## src/rtl/sram_seq_pkg.sv

```systemverilog
// Shared SRAM sequencer/arbiter definitions: bus widths, default scratch address, write request record.
package sram_seq_pkg;

  localparam int ADDR_W = 18;
  localparam int DATA_W = 16;

  localparam logic [ADDR_W-1:0] IDLE_ADDR_DFLT = 18'h3FFFF;

  typedef struct packed {
    logic [ADDR_W-1:0] addr;
    logic [DATA_W-1:0] data;
  } wreq_t;

endpackage

```

## src/rtl/sram_seq_wfifo.sv

```systemverilog
// Write request FIFO: zero-latency head, refuses push when full and pop when empty.
// Exposes every entry's address and live flag so the owner can compare against pending writes.
module sram_seq_wfifo
  import sram_seq_pkg::*;
#(
  parameter int DEPTH = 4
) (
  input  logic                    clk,
  input  logic                    rst_n,
  input  logic                    i_push,
  input  logic [ADDR_W-1:0]       i_addr,
  input  logic [DATA_W-1:0]       i_data,
  input  logic                    i_pop,
  output logic [ADDR_W-1:0]       o_addr,
  output logic [DATA_W-1:0]       o_data,
  output logic                    o_full,
  output logic                    o_empty,
  output logic [$clog2(DEPTH):0]  o_count,
  output logic [DEPTH*ADDR_W-1:0] o_ent_addr,
  output logic [DEPTH-1:0]        o_ent_vld
);

  localparam int PW = $clog2(DEPTH);
  localparam int CW = PW + 1;

  wreq_t          r_mem [DEPTH];
  logic [PW-1:0]  r_wptr;
  logic [PW-1:0]  r_rptr;
  logic [CW-1:0]  r_count;
  logic           w_push;
  logic           w_pop;
  logic [PW-1:0]  w_off;

  assign o_full  = (r_count == CW'(DEPTH));
  assign o_empty = (r_count == '0);
  assign o_count = r_count;
  assign w_push  = i_push && !o_full;
  assign w_pop   = i_pop && !o_empty;
  assign o_addr  = r_mem[r_rptr].addr;
  assign o_data  = r_mem[r_rptr].data;

  always_ff @(posedge clk) begin
    if (w_push) begin
      r_mem[r_wptr] <= '{addr: i_addr, data: i_data};
    end
  end

  always_ff @(posedge clk or negedge rst_n) begin
    if (!rst_n) begin
      r_wptr  <= '0;
      r_rptr  <= '0;
      r_count <= '0;
    end else begin
      if (w_push) r_wptr <= r_wptr + PW'(1);
      if (w_pop)  r_rptr <= r_rptr + PW'(1);
      r_count <= r_count + CW'(w_push) - CW'(w_pop);
    end
  end

  // An entry is live when its distance from the read pointer is below the count.
  always_comb begin
    o_ent_vld = '0;
    w_off     = '0;
    for (int i = 0; i < DEPTH; i++) begin
      w_off        = PW'(i) - r_rptr;
      o_ent_vld[i] = ({1'b0, w_off} < r_count);
    end
  end

  for (genvar g = 0; g < DEPTH; g++) begin : g_ent
    assign o_ent_addr[g*ADDR_W +: ADDR_W] = r_mem[g].addr;
  end

endmodule

```

## src/rtl/sram_req_sequencer.sv

```systemverilog
// Drives the two-phase SRAM arbiter: one write issue and one read accept per 2 cycles, reads return READ_LAT edges later, no response backpressure.
// Writes backpressure via wr_ready (FIFO full); define SRAM_SEQ_RAW_STALL_EN to stall reads that hit a queued write.
module sram_req_sequencer
  import sram_seq_pkg::*;
#(
  parameter int                WFIFO_DEPTH = 4,
  parameter logic [ADDR_W-1:0] IDLE_ADDR   = IDLE_ADDR_DFLT,
  parameter int                READ_LAT    = 3
) (
  input  logic              CLOCK_50,
  input  logic              RESET_N,
  input  logic              wr_valid,
  output logic              wr_ready,
  input  logic [ADDR_W-1:0] wr_addr,
  input  logic [DATA_W-1:0] wr_data,
  input  logic              rd_valid,
  output logic              rd_ready,
  input  logic [ADDR_W-1:0] rd_addr,
  output logic              rd_resp_valid,
  output logic [DATA_W-1:0] rd_resp_data,
  output logic [ADDR_W-1:0] w_addr,
  output logic [DATA_W-1:0] w_data,
  output logic [ADDR_W-1:0] r_addr,
  input  logic [DATA_W-1:0] r_data
);

  localparam int CW = $clog2(WFIFO_DEPTH) + 1;

  logic                        r_slot;
  logic [ADDR_W-1:0]           r_w_addr;
  logic [DATA_W-1:0]           r_w_data;
  logic [ADDR_W-1:0]           r_r_addr;
  logic [READ_LAT-1:0]         r_rd_pipe;
  logic                        r_resp_vld;
  logic [DATA_W-1:0]           r_resp_data;

  logic                        w_push;
  logic                        w_pop;
  logic                        w_full;
  logic                        w_empty;
  logic                        w_rd_acc;
  logic                        w_raw_hit;
  logic [ADDR_W-1:0]           w_head_addr;
  logic [DATA_W-1:0]           w_head_data;
  logic [CW-1:0]               w_count;
  logic [WFIFO_DEPTH*ADDR_W-1:0] w_ent_addr;
  logic [WFIFO_DEPTH-1:0]      w_ent_vld;
  logic                        w_unused;

  assign wr_ready      = !w_full;
  assign w_push        = wr_valid && wr_ready;
  assign w_pop         = !r_slot && !w_empty;
  assign rd_ready      = r_slot && !w_raw_hit;
  assign w_rd_acc      = rd_valid && rd_ready;
  assign w_addr        = r_w_addr;
  assign w_data        = r_w_data;
  assign r_addr        = r_r_addr;
  assign rd_resp_valid = r_resp_vld;
  assign rd_resp_data  = r_resp_data;

  sram_seq_wfifo #(
    .DEPTH (WFIFO_DEPTH)
  ) u_wfifo (
    .clk        (CLOCK_50),
    .rst_n      (RESET_N),
    .i_push     (w_push),
    .i_addr     (wr_addr),
    .i_data     (wr_data),
    .i_pop      (w_pop),
    .o_addr     (w_head_addr),
    .o_data     (w_head_data),
    .o_full     (w_full),
    .o_empty    (w_empty),
    .o_count    (w_count),
    .o_ent_addr (w_ent_addr),
    .o_ent_vld  (w_ent_vld)
  );

`ifdef SRAM_SEQ_RAW_STALL_EN
  always_comb begin
    w_raw_hit = 1'b0;
    for (int i = 0; i < WFIFO_DEPTH; i++) begin
      if (w_ent_vld[i] && (w_ent_addr[i*ADDR_W +: ADDR_W] == rd_addr)) begin
        w_raw_hit = 1'b1;
      end
    end
  end
  assign w_unused = ^w_count;
`else
  assign w_raw_hit = 1'b0;
  assign w_unused  = ^{w_count, w_ent_addr, w_ent_vld};
`endif

  always_ff @(posedge CLOCK_50 or negedge RESET_N) begin
    if (!RESET_N) begin
      r_slot   <= 1'b0;
      r_w_addr <= IDLE_ADDR;
      r_w_data <= '0;
      r_r_addr <= '0;
    end else begin
      r_slot <= ~r_slot;
      // The arbiter writes every write slot, so an empty FIFO parks the write on the scratch address.
      if (!r_slot) begin
        if (!w_empty) begin
          r_w_addr <= w_head_addr;
          r_w_data <= w_head_data;
        end else begin
          r_w_addr <= IDLE_ADDR;
          r_w_data <= '0;
        end
      end
      if (w_rd_acc) r_r_addr <= rd_addr;
    end
  end

  always_ff @(posedge CLOCK_50 or negedge RESET_N) begin
    if (!RESET_N) begin
      r_rd_pipe   <= '0;
      r_resp_vld  <= 1'b0;
      r_resp_data <= '0;
    end else begin
      r_rd_pipe  <= {r_rd_pipe[READ_LAT-2:0], w_rd_acc};
      r_resp_vld <= r_rd_pipe[READ_LAT-1];
      if (r_rd_pipe[READ_LAT-1]) r_resp_data <= r_data;
    end
  end

  always @(posedge CLOCK_50) begin
    if (RESET_N) begin
      assert (READ_LAT == 3);
      assert ($countones(r_rd_pipe) <= 2);
    end
  end

endmodule

```

## config.mk

```make
export PLATFORM = sky130hd
export DESIGN_NAME = sram_req_sequencer
export DESIGN_NICKNAME = d
export VERILOG_FILES = /design/src/rtl/sram_seq_pkg.sv /design/src/rtl/sram_seq_wfifo.sv /design/src/rtl/sram_req_sequencer.sv
export SDC_FILE = /design/constraint.sdc
export NUM_CORES = 1
export LEC_CHECK = 0
export BUFFER_PORTS_ARGS = -buffer_cell sky130_fd_sc_hd__clkbuf_2
export CORE_UTILIZATION = 35
export DETAILED_ROUTE_END_ITERATION = 8
export SYNTH_ARGS = -nofsm -noshare
export SYNTH_HDL_FRONTEND = slang
export SYNTH_SLANG_ARGS = --single-unit
```

## constraint.sdc

```tcl
create_clock -name CLOCK_50 -period 2.9 [get_ports CLOCK_50]
set_clock_uncertainty 0.15 [all_clocks]
set_input_delay 0 -clock CLOCK_50 [delete_from_list [all_inputs] [get_ports CLOCK_50]]
set_output_delay 0 -clock CLOCK_50 [all_outputs]
set_load 0.05 [all_outputs]
```

==> results summary, run 1 <==
The detailed route wirelength on metal3 is around 930 um. The worst-case IR drop observed on VDD is roughly 0.73 mV. In this run the power density over the cells is 1020 nW/um2.

Synthesis produced a netlist with a net count of 447. The critical path startpoint category is a flip-flop. Setup repair after global routing left no endpoint under its margin. In the post-synthesis netlist, the biggest area contributors are edfxtp_1 52%, dfrtp_1 20%, mux4_2 9.4%. Summed over all layers, the global routing overflow is 0. The number of setup buffers added after CTS is 0. The final number of hold-violating endpoints was 0.

The final standard cell utilization of the core came out at 0.478. The worst-case clock buffer depth came out at 3. For this design, the sink count on the clock tree is around 220.

Summing every instance area after synthesis gives 7930 um2. After detailed routing, the average wire length per cell comes to approximately 18 um. The critical path is of the flip-flop to flip-flop type. The total negative slack for setup checks is 0 ns.

The number of endpoints failing setup at the final stage is 0. The mean number of vias per cell came out at 4.72. Summing all placed instances gives a cell area of about 9000 um2.

The mean instance size in the synthesized netlist is ~22 um2. The number of instances in the synthesized netlist is 368. The floorplan has 54 rows. The number of flip-flops and latches in the synthesized netlist is 216. The kind of end point of the critical path is a flip-flop. The maximum operating frequency is around 400 MHz. The remaining max-slew budget at the tightest pin is 0.293. The routability congestion estimate from global placement is between 0.6 and 0.7. The cell area after layout is around 11000 um2. The final reports fail on DRC. The actual slew at the worst max-slew pin came out at approximately 1.1 ns.

The time the worst path needs with I/O delays and setup came out at 2.53 ns. The I/O pin count is between 100 and 150. The required arrival time at the worst endpoint came out at ~3.2 ns. The layout-stage area growth over the synthesis result is 32.8%.

The number of distinct library cells after synthesis is 28. The largest fanout on the critical path came out at 17. Of the cells placed in the final design, the portion with a size suffix greater than 1 is 0.457.

The CTS tree is yes. In the final routing, the length of wire on met1 measures about 6700 um. The wire length on met2 came out at roughly 8100 um.

The cell taking the most area after synthesis is edfxtp_1. The overall global routing resource usage came out at 0.142. The worst hold margin is 0.0749 ns. The wire length of the first global-routing pass came out at between 20000 and 30000 um. The count of port buffers added during placement is between 100 and 150.

The run finished, with violations left. The clock latency on the worst-skew pair is between 0.5 and 0.6 ns. The TritonCTS buffer count came out at 23. The number of global-route vias before repair is 4568. The detailed placement HPWL is slightly below 10000 um. The largest net degree at the start of global routing is 81. The number of levels the H-tree was split into is 1.

The max-capacitance violation count is 0. In the routed design, unresolved DRC markers number 19. The wire length reported by the detailed router is 16100 um. The remaining number of nets flagged by the antenna check after routing came out at 0. The clock transition at the registers of the reported paths is roughly 0.060 ns.

The proportion of synthesized chip area in sequential cells is 0.770. The count of TritonRoute iterations in the first routing pass is 6. The min-delay analysis places its worst path in the category input pin to asynchronous set/reset pin. The data arrival at the endpoint of the critical path came out at around 2.8 ns. After floorplanning, the core was sized to cover between 20000 and 25000 um2. The area share of the largest cell type after synthesis came out at 0.515.

The post-route clock period utilization came out at 0.873. In this run the clock root is driven by a clkbuf_16. Yosys printed 0 warnings.

The initial antenna violation count is 0. The highest layer touched by signal routing is met4. The net count of the finished layout is ~680.

The final max-slew violation count was 0. The count of routing violations after the opening detailed-route iteration is between 200 and 250. The reported leakage power came out at 4.09 nW. The die is around 150 um wide. The height of the chip came out at around 150 um. The vias after detailed routing is 4222. The overall die area came out at 23300 um2. The initial standard-cell utilization of the core is 0.360. The antenna cell count is 0.
[area by class of cell]
type                            instances  area (um2)
Timing Repair Buffer                  222        1550
Clock inverter                         11         156
Fill cell                            1852       11500
Tap cell                              280         350
Sequential cell                       216        6110
Inverter                                9        33.8
Clock buffer                           31         647
Multi-Input combinational cell        126        1670
[through the flow]
step	cells	power [mW]	setup slack (ns)
6_report	895	10.8	0.369
5_1_grt	895	11.3	0.234
4_1_cts	895	10.9	0.347
3_5_place_dp	782	7.77	0.361
3_3_place_gp	782	7.68	0.454
2_1_floorplan	368	6.89	0.401
[repair_timing]
action	in CTS	in global routing
hold buffers	71	0
resized for setup	0	0
hold endpoints to repair	236	0
[placed cells by master, fill, tap and decap left out, types with 2 or more instances in the layout]
cell	synthesis	final
clkbuf_1	3	5
o22a_1	18	18
dfstp_2	18	18
clkbuf_2	0	141
ha_1	6	6
dfrtp_2	0	2
buf_4	1	5
and2_2	0	4
xnor2_1	4	4
dlygate4sd3_1	0	71
mux4_2	33	33
clkinv_1	1	3
dfrtp_1	62	60
inv_1	7	7
clkbuf_8	0	2
clkbuf_16	0	24
buf_12	1	5
mux2_2	35	35
edfxtp_1	136	136
clkinv_2	0	4
bufinv_16	0	4
a22o_1	16	16
[power by group]
group / switching, mW / internal [mW] / total, mW
Sequential: 0.405 / 4.14 / 4.54
Clock: 1.14 / 1.92 / 3.06
Combinational: 1.95 / 1.21 / 3.15
[registers in the layout, indices dropped and copies added, names as in the netlist]
register / flops
w_data: 16
u_wfifo.o_count: 3
r_rd_pipe: 3
rd_ready: 1
rd_resp_valid: 1
u_wfifo.r_mem: 136
u_wfifo.r_wptr: 2
u_wfifo.r_rptr: 2
rd_resp_data: 16
r_addr: 18
w_addr: 18
[Yosys cell counts]
cell type    n
clkbuf_1     3
nor3b_1      1
a22o_1      16
and2_1       4
inv_2        1
buf_2        9
buf_6        3
nor2_1       1
nand2_2      1
inv_1        7
mux2_2      35
buf_12       1
dfrtp_1     62
ha_1         6
dfstp_2     18
mux4_2      33
clkinv_1     1
o22a_1      18
edfxtp_1   136
fa_1         1
xor2_1       1
xnor2_1      4
nand2_1      1
a21boi_2     1
nor3_1       1
mux4_1       1
or2_1        1
buf_4        1
[final timing paths]
kind,start,to,slack (ns),depth (start not counted)
worst max-delay path,u_wfifo.o_count[2],u_wfifo.o_count[2],0.37,10
worst max register to register,u_wfifo.o_count[2],u_wfifo.o_count[2],0.37,10
worst min-delay path,RESET_N,r_addr[3],0.07,2
min in group CLOCK_50,wr_addr[16],u_wfifo.r_mem[2][32],0.10,2
worst min register to register,r_rd_pipe[0],r_rd_pipe[1],0.20,0
max in group asynchronous,RESET_N,u_wfifo.r_rptr[1],1.76,2
[worst max-delay path, stage by stage (launching register included)]
cell and delay (ns):
dfrtp_1 0.43, nor3_1 0.25, or2_1 0.17, inv_2 0.16, ha_1 0.34, inv_1 0.06, ha_1 0.13, inv_1 0.05
fa_1 0.37, xnor2_1 0.18, xnor2_1 0.15
[kinds of logic after synthesis]
kind of cell | after synthesis | synth area share
AOI/OAI and AO/OA | 35 | 0.0390
xor gates and xnor gates | 5 | 0.00552
adders and majority gates | 7 | 0.0120
buffers and inverters | 26 | 0.0191
DFF | 216 | 0.770
muxes | 69 | 0.147
and+or+nand+nor | 10 | 0.00726
[layer usage]
metal | GRT usage | vias up
li1 | - | 1921
met1 | 0.174 | 2128
met2 | 0.255 | 148
met3 | 0.0304 | 25
met4 | 0.0380 | 0
met5 | 0 | -
No activity file was read; power rests on OpenSTA's default activity.
==> inputs of run 2 (changes only) <==
CORE_UTILIZATION = 40   (was 35)
SLEW_MARGIN = 20   (was default)
==> run 2 against run 1 <==
The run ends with hold timing left; worst hold slack got worse by 0.11 ns; sequential share of layout area increased by 0.79 points; sequential cell count unchanged; sequential power about the same; worst setup slack improved by 0.058 ns; power decreased by 3.8%; combinational power about the same; cell area decreased by 1.3%; die area decreased by 12%.
==> results summary, run 2 (synthesis results as in run 1) <==
Of all nets on the critical path, the largest fanout is 17. The run finished, with violations left. The net count of the finished layout is ~680. Data on the critical path arrives at its endpoint at ~2.7 ns.

The count of TritonRoute iterations in the first routing pass came out at 4. The initial antenna violation count was 0. More flip-flops sit in one register than any other, and that register is u_wfifo.r_mem. Leaving out fill and tap cells, the most frequent cell in the layout is clkbuf_2. The path class of the tightest hold or removal check is input pin to asynchronous set/reset pin. The ratio of cells with drive above 1 in the final layout came out at 0.448. The post-detailed-route DRC marker count came out at 0. The cell family contributing the most delay on the critical path is adder cells.

Port buffering added between 100 and 150 buffers. The height of the chip is 143 um. The maximum operating frequency is between 400 and 500 MHz. At the later pin of the worst-skew pair, clock insertion delay measures ~0.50 ns.

The checks that failed: hold timing. Setup repair after global routing left no endpoint under its margin. The largest net degree at the start of global routing came out at between 80 and 90. The layout-stage area growth over the synthesis result came out at 31.0%. The count of cells along the worst register-to-register path came out at 10. The overall global routing resource usage is 0.156. The I/O pin count is ~140. The antenna cell count came out at 0. The number of endpoints failing setup at the final stage is 0. The number of logic stages on the critical path including buffering is 10. The total negative slack for setup checks is 0 ns. The wire length of the first global-routing pass came out at 24200 um. Headroom to the max-slew limit came out at 0.479. The routability congestion estimate from global placement came out at 0.655. Traced cell by cell, the critical path runs through nor3_1 > or2_1 > inv_2 > ha_1 > inv_1 > ha_1 > inv_1 > fa_1 > xnor2_1 > xnor2_1. The post-route clock period utilization is 0.853. The largest incremental delay on the critical path came out at 0.42 ns. The library cells used most frequently in the layout, excluding fill and tap cells, are 141 x clkbuf_2, 136 x edfxtp_1, 71 x dlygate4sd3_1. Clock-pin slew was measured on the worst setup and hold paths at approximately 0.06 ns. The detail-routed net length per standard cell came out at 17.9 um. The minimum setup slack after placement is between 0.4 and 0.5 ns. Across all layers, the routed design uses 4293 vias. The time the worst path needs with I/O delays and setup came out at roughly 2.5 ns.

The kind of end point of the critical path is a flip-flop. The remaining number of nets flagged by the antenna check after routing came out at 0. The worst-case clock buffer depth came out at 3. The most critical setup path has its endpoint at u_wfifo.o_count[2]. The die is 143 um wide.

The critical path startpoint category is a flip-flop. The highest ir drop seen on vdd came out at around 0.49 mV. The detailed placement HPWL came out at about 9600 um. The remaining global-route overflow came out at 0. The minimum setup slack among reg-to-reg paths is between 0.4 and 0.5 ns. The initialized floorplan defines 51 standard-cell rows. Dividing total power by cell area gives a power density of between 900 and 1000 nW/um2.

Final hold analysis gives a worst-case slack of -0.0381 ns. The core box area came out at between 15000 and 20000 um2. In this run the worst setup path begins at u_wfifo.o_count[1].

The number of levels the H-tree was split into came out at 1. The CTS tree is yes. For this configuration, the core starts out at a cell density of 0.407. The number of global-route vias before repair came out at between 4000 and 5000. The final number of hold-violating endpoints was 8.

At the worst endpoint, the required time is 3.17 ns. The wire length reported by the detailed router came out at roughly 16000 um. The actual slew at the worst max-slew pin came out at approximately 0.78 ns. Max-cap violations in this run came to 0. The type of the setup path with the least slack is flip-flop to flip-flop. The number of sinks driven by the clock tree came out at between 200 and 250. The register with the most flip-flops in the layout has 136 of them.

The endpoint identified for the worst register-to-register timing path is u_wfifo.o_count[2]. The critical register-to-register path startpoint is u_wfifo.o_count[1]. After clock tree synthesis, the setup repair step added 0 buffers. The number of buffer and inverter stages on the critical path is 3. The reported leakage power is 4.03 nW.

The final max-slew violation count came out at 0. In this run the clock root is driven by a clkbuf_16. The slowest stage of the critical path is the dfrtp_1 cell.

The power consumption came out at a little over 10 mW. The die covers roughly 20000 um2. The final worst-path setup slack is roughly 0.43 ns.

The count of routing violations after the opening detailed-route iteration came out at roughly 140. In this run, CTS created clock tree buffers numbering 23. The mean number of vias per cell is approximately 5.
==> run 2: report_power, final <==
part	internal [mW]	total (mW)	leakage [nW]	switching [mW]
logic	1.19	3.12	1.54	1.93
registers	4.14	4.54	2.17	0.405
clock network	1.58	2.69	0.326	1.11
total	6.91	10.4	4.03	3.44
==> run 2: area by class of cell <==
type / instances / area, um2
sequential: 216 / 6110
inverter: 9 / 33.8
multi-input combinational: 126 / 1670
clock inverter: 5 / 50.0
clock buffer: 36 / 634
tap: 265 / 332
fill: 1546 / 9080
timing repair buffer: 226 / 1550
==> run 2: layer usage <==
| metal | routed length, um | share of wire | global-route usage | vias up |
|---|---|---|---|---|
| met1 | 6780 | 0.43 | 0.194 | 2208 |
| met3 | 903 | 0.057 | 0.0335 | 24 |
| met2 | 7850 | 0.50 | 0.278 | 136 |
| li1 | - | - | - | 1925 |
| met5 | 0 | 0 | 0 | - |
| met4 | 241 | 0.015 | 0.0362 | 0 |
==> run 2: how the worst min path moves through the flow <==
stage	slack (ns)	to	cells past startpoint	from
2_1_floorplan	-0.45	r_addr[0]	0	RESET_N
6_report	-0.04	r_addr[2]	2	RESET_N
5_1_grt	0.03	r_addr[2]	2	RESET_N
4_1_cts	0.09	u_wfifo.r_mem[3][0]	2	wr_data[0]
3_3_place_gp	0.06	u_wfifo.r_mem[0][24]	1	wr_addr[8]
3_5_place_dp	0.08	u_wfifo.r_mem[0][12]	1	wr_data[12]
==> run 2: repair_timing <==
item,CTS,global route
hold buffers,71,0
endpoints found under the hold margin,236,0
resized for setup,0,0
==> run 2: per-stage QoR <==
step / instance area, um2 / instances / util
detailed placement: 8990 / 771 / 0.462
global route: 10400 / 883 / 0.534
floorplan: 7930 / 368 / -
CTS: 10400 / 883 / 0.533
global placement: 8990 / 771 / 0.462
finish: 10400 / 883 / 0.534
==> inputs of run 3 (changes only) <==
clock period = 2.3 ns   (was 2.9 ns; I/O delays follow)
==> run 3 against run 2 <==
The flow still finishes with violations (hold timing); cell area increased by 2.4%; global-route usage increased by 0.64 points; sequential share of layout area decreased by 1.4 points; non-clock buffer count increased by 7; count of clock-buffer cells in the layout decreased by 5; worst hold slack improved by 0.023 ns; register-to-register slack got worse by 0.31 ns; sequential cell count unchanged.
==> results summary, run 3 (synthesis results as in run 1) <==
The tightest hold path in the finished design has a slack of -0.0154 ns. The max-capacitance violation count came out at 0. The required arrival time at the worst endpoint is between 2 and 3 ns. The die width is 143 um. After detailed routing, the number of remaining DRC violations is 0. The reported leakage power came out at between 4 and 5 nW. The maximum operating frequency is 458 MHz. The clock root buffer is clkbuf_16. The net count of the finished layout is around 690.

The checks that failed: hold timing. The count of standard-cell rows is 51. Once detail routing completed, the nets flagged for antenna violations numbered 0.

Setup slack closes at 0.118 ns. The worst setup path is captured at a flip-flop. The overall die area is ~20000 um2. The worst-case clock buffer depth came out at 3. The wire length reported by the detailed router is between 15000 and 20000 um. The clock latency on the worst-skew pair is 0.50 ns. The worst setup path is of the flip-flop to flip-flop kind. The wire length of the first global-routing pass is approximately 25000 um. After clock tree synthesis, the clock-pin slew on the worst setup and hold paths is approximately 0.06 ns. The overall global routing resource usage came out at 0.162. The data arrival at the endpoint of the critical path came out at ~2.4 ns. Headroom to the max-slew limit came out at 0.486. In this run the vertical extent of the chip is 143 um. The vias after detailed routing came out at roughly 4300. The post-route clock period utilization came out at 0.949. The initial standard-cell utilization of the core came out at 0.407. The I/O pin count came out at about 140.

The routability congestion estimate from global placement is about 0.73. The remaining global-route overflow came out at 0. The actual slew at the worst max-slew pin came out at roughly 0.77 ns. The worst setup path is launched from a flip-flop. The library cells used most frequently in the layout, excluding fill and tap cells, are 141 x clkbuf_2, 136 x edfxtp_1, 71 x dlygate4sd3_1. The power per cell area came out at 1280 nW/um2. The ratio of cells with drive above 1 in the final layout came out at 0.483. The number of global-route vias before repair came to approximately 4600. The number of endpoints failing setup at the final stage is 0. TritonCTS built the clock tree.

The largest net degree at the start of global routing came out at 55. The path class of the tightest hold or removal check is input pin to asynchronous set/reset pin. More flip-flops sit in one register than any other, and that register is u_wfifo.r_mem. The count of cells along the worst register-to-register path is 10.

The highest ir drop seen on vdd is between 0.5 and 0.6 mV. For the finished layout, the period the worst path requires is 2.18 ns. The flip-flop count of the largest register after layout is ~140.

The final number of hold-violating endpoints came out at 15. The final max-slew violation count is 0. Dividing the detail-routed wire length by the instance count gives between 15 and 20 um. The TritonCTS buffer count came out at 23. The first routing iteration left 193 violations.

The initial antenna violation count was 0. The count of port buffers added during placement is 142. The leading cell type in the layout, fill and taps excluded is clkbuf_2. The largest fanout on the critical path is 3.

The count of TritonRoute iterations in the first routing pass is 4. Once detailed placement completed, the half-perimeter wirelength came to roughly 9500 um. Setup repair after global routing left no endpoint under its margin. The antenna cell count is 0. The run finished, with violations left. The total negative slack for setup checks is 0 ns.

The number of sinks driven by the clock tree came out at approximately 220. Before CTS, the worst setup slack after placement is roughly 0.068 ns. The core box area is around 19000 um2. The layout-stage area growth over the synthesis result came out at 34.1%. The number of levels the H-tree was split into came out at 1. The mean number of vias per cell came out at 4.86.
==> run 3: cell count changes in the layout (fill, tap and decap cells not counted), moves of 3 or more <==
| cell | previous run | this run |
|---|---|---|
| bufinv_16 | 1 | 4 |
| buf_12 | 2 | 6 |
| clkbuf_8 | 1 | 4 |
| clkinv_2 | 1 | 6 |
| clkbuf_1 | 12 | 4 |
| buf_4 | 11 | 15 |
==> run 3: power breakdown <==
part	total (mW)	internal [mW]	switching [mW]
sequential	5.67	5.22	0.453
combinational	4.15	1.63	2.53
clock	3.82	2.41	1.41
total	13.6	9.25	4.39
==> run 3: cell type report <==
class / instances / area, um2
Fill cell: 1517 / 8830
Inverter: 9 / 33.8
Sequential cell: 216 / 6110
Tap cell: 265 / 332
Multi-Input combinational cell: 126 / 1710
Clock inverter: 10 / 150
Clock buffer: 31 / 646
Timing Repair Buffer: 233 / 1650
==> run 3: final timing paths <==
kind / startpoint / end / slack [ns]
worst max-delay path: u_wfifo.o_count[0] / u_wfifo.o_count[2] / 0.12
worst min-delay path: RESET_N / r_addr[8] / -0.02
worst max register to register: u_wfifo.o_count[0] / u_wfifo.o_count[2] / 0.12
worst min register to register: r_rd_pipe[0] / r_rd_pipe[1] / 0.20
max in group asynchronous: RESET_N / r_addr[14] / 1.30
min in group CLOCK_50: wr_data[15] / u_wfifo.r_mem[1][15] / 0.11
==> run 3: stage by stage <==
stage | instance area (um2) | power (mW) | utilization | hold WS, ns | cells
after floorplan | 7940 | 8.69 | - | -0.446 | 368
after global routing | 10600 | 14.3 | 0.547 | 0.0424 | 890
after global placement | 9090 | 9.75 | 0.467 | -0.0296 | 777
final | 10600 | 13.6 | 0.547 | -0.0154 | 890
after detailed placement | 9090 | 9.85 | 0.467 | -0.0285 | 777
after CTS | 10600 | 13.8 | 0.544 | 0.000315 | 889
==> run 3: layer usage <==
metal | global-route usage | up-vias | wire length (um)
li1 | - | 1947 | -
met2 | 0.301 | 149 | 8330
met1 | 0.194 | 2207 | 6500
met3 | 0.0278 | 26 | 939
met5 | 0 | - | 0
met4 | 0.0424 | 0 | 287
==> run 3: timing repair <==
action / CTS / global route
hold buffers: 71 / 0
endpoints found under the setup margin: 0 / 1
hold endpoints to repair: 254 / 0
buffers inserted: 0 / 1
resized for setup: 0 / 6
==> run 3: critical path, stage by stage (launching register included) <==
cell and delay (ns):
dfrtp_1 0.40, nor3_2 0.21, or2_1 0.15, inv_2 0.06, ha_4 0.23, inv_2 0.06
ha_4 0.12, inv_2 0.04, fa_2 0.39, xnor2_2 0.15, xnor2_1 0.12
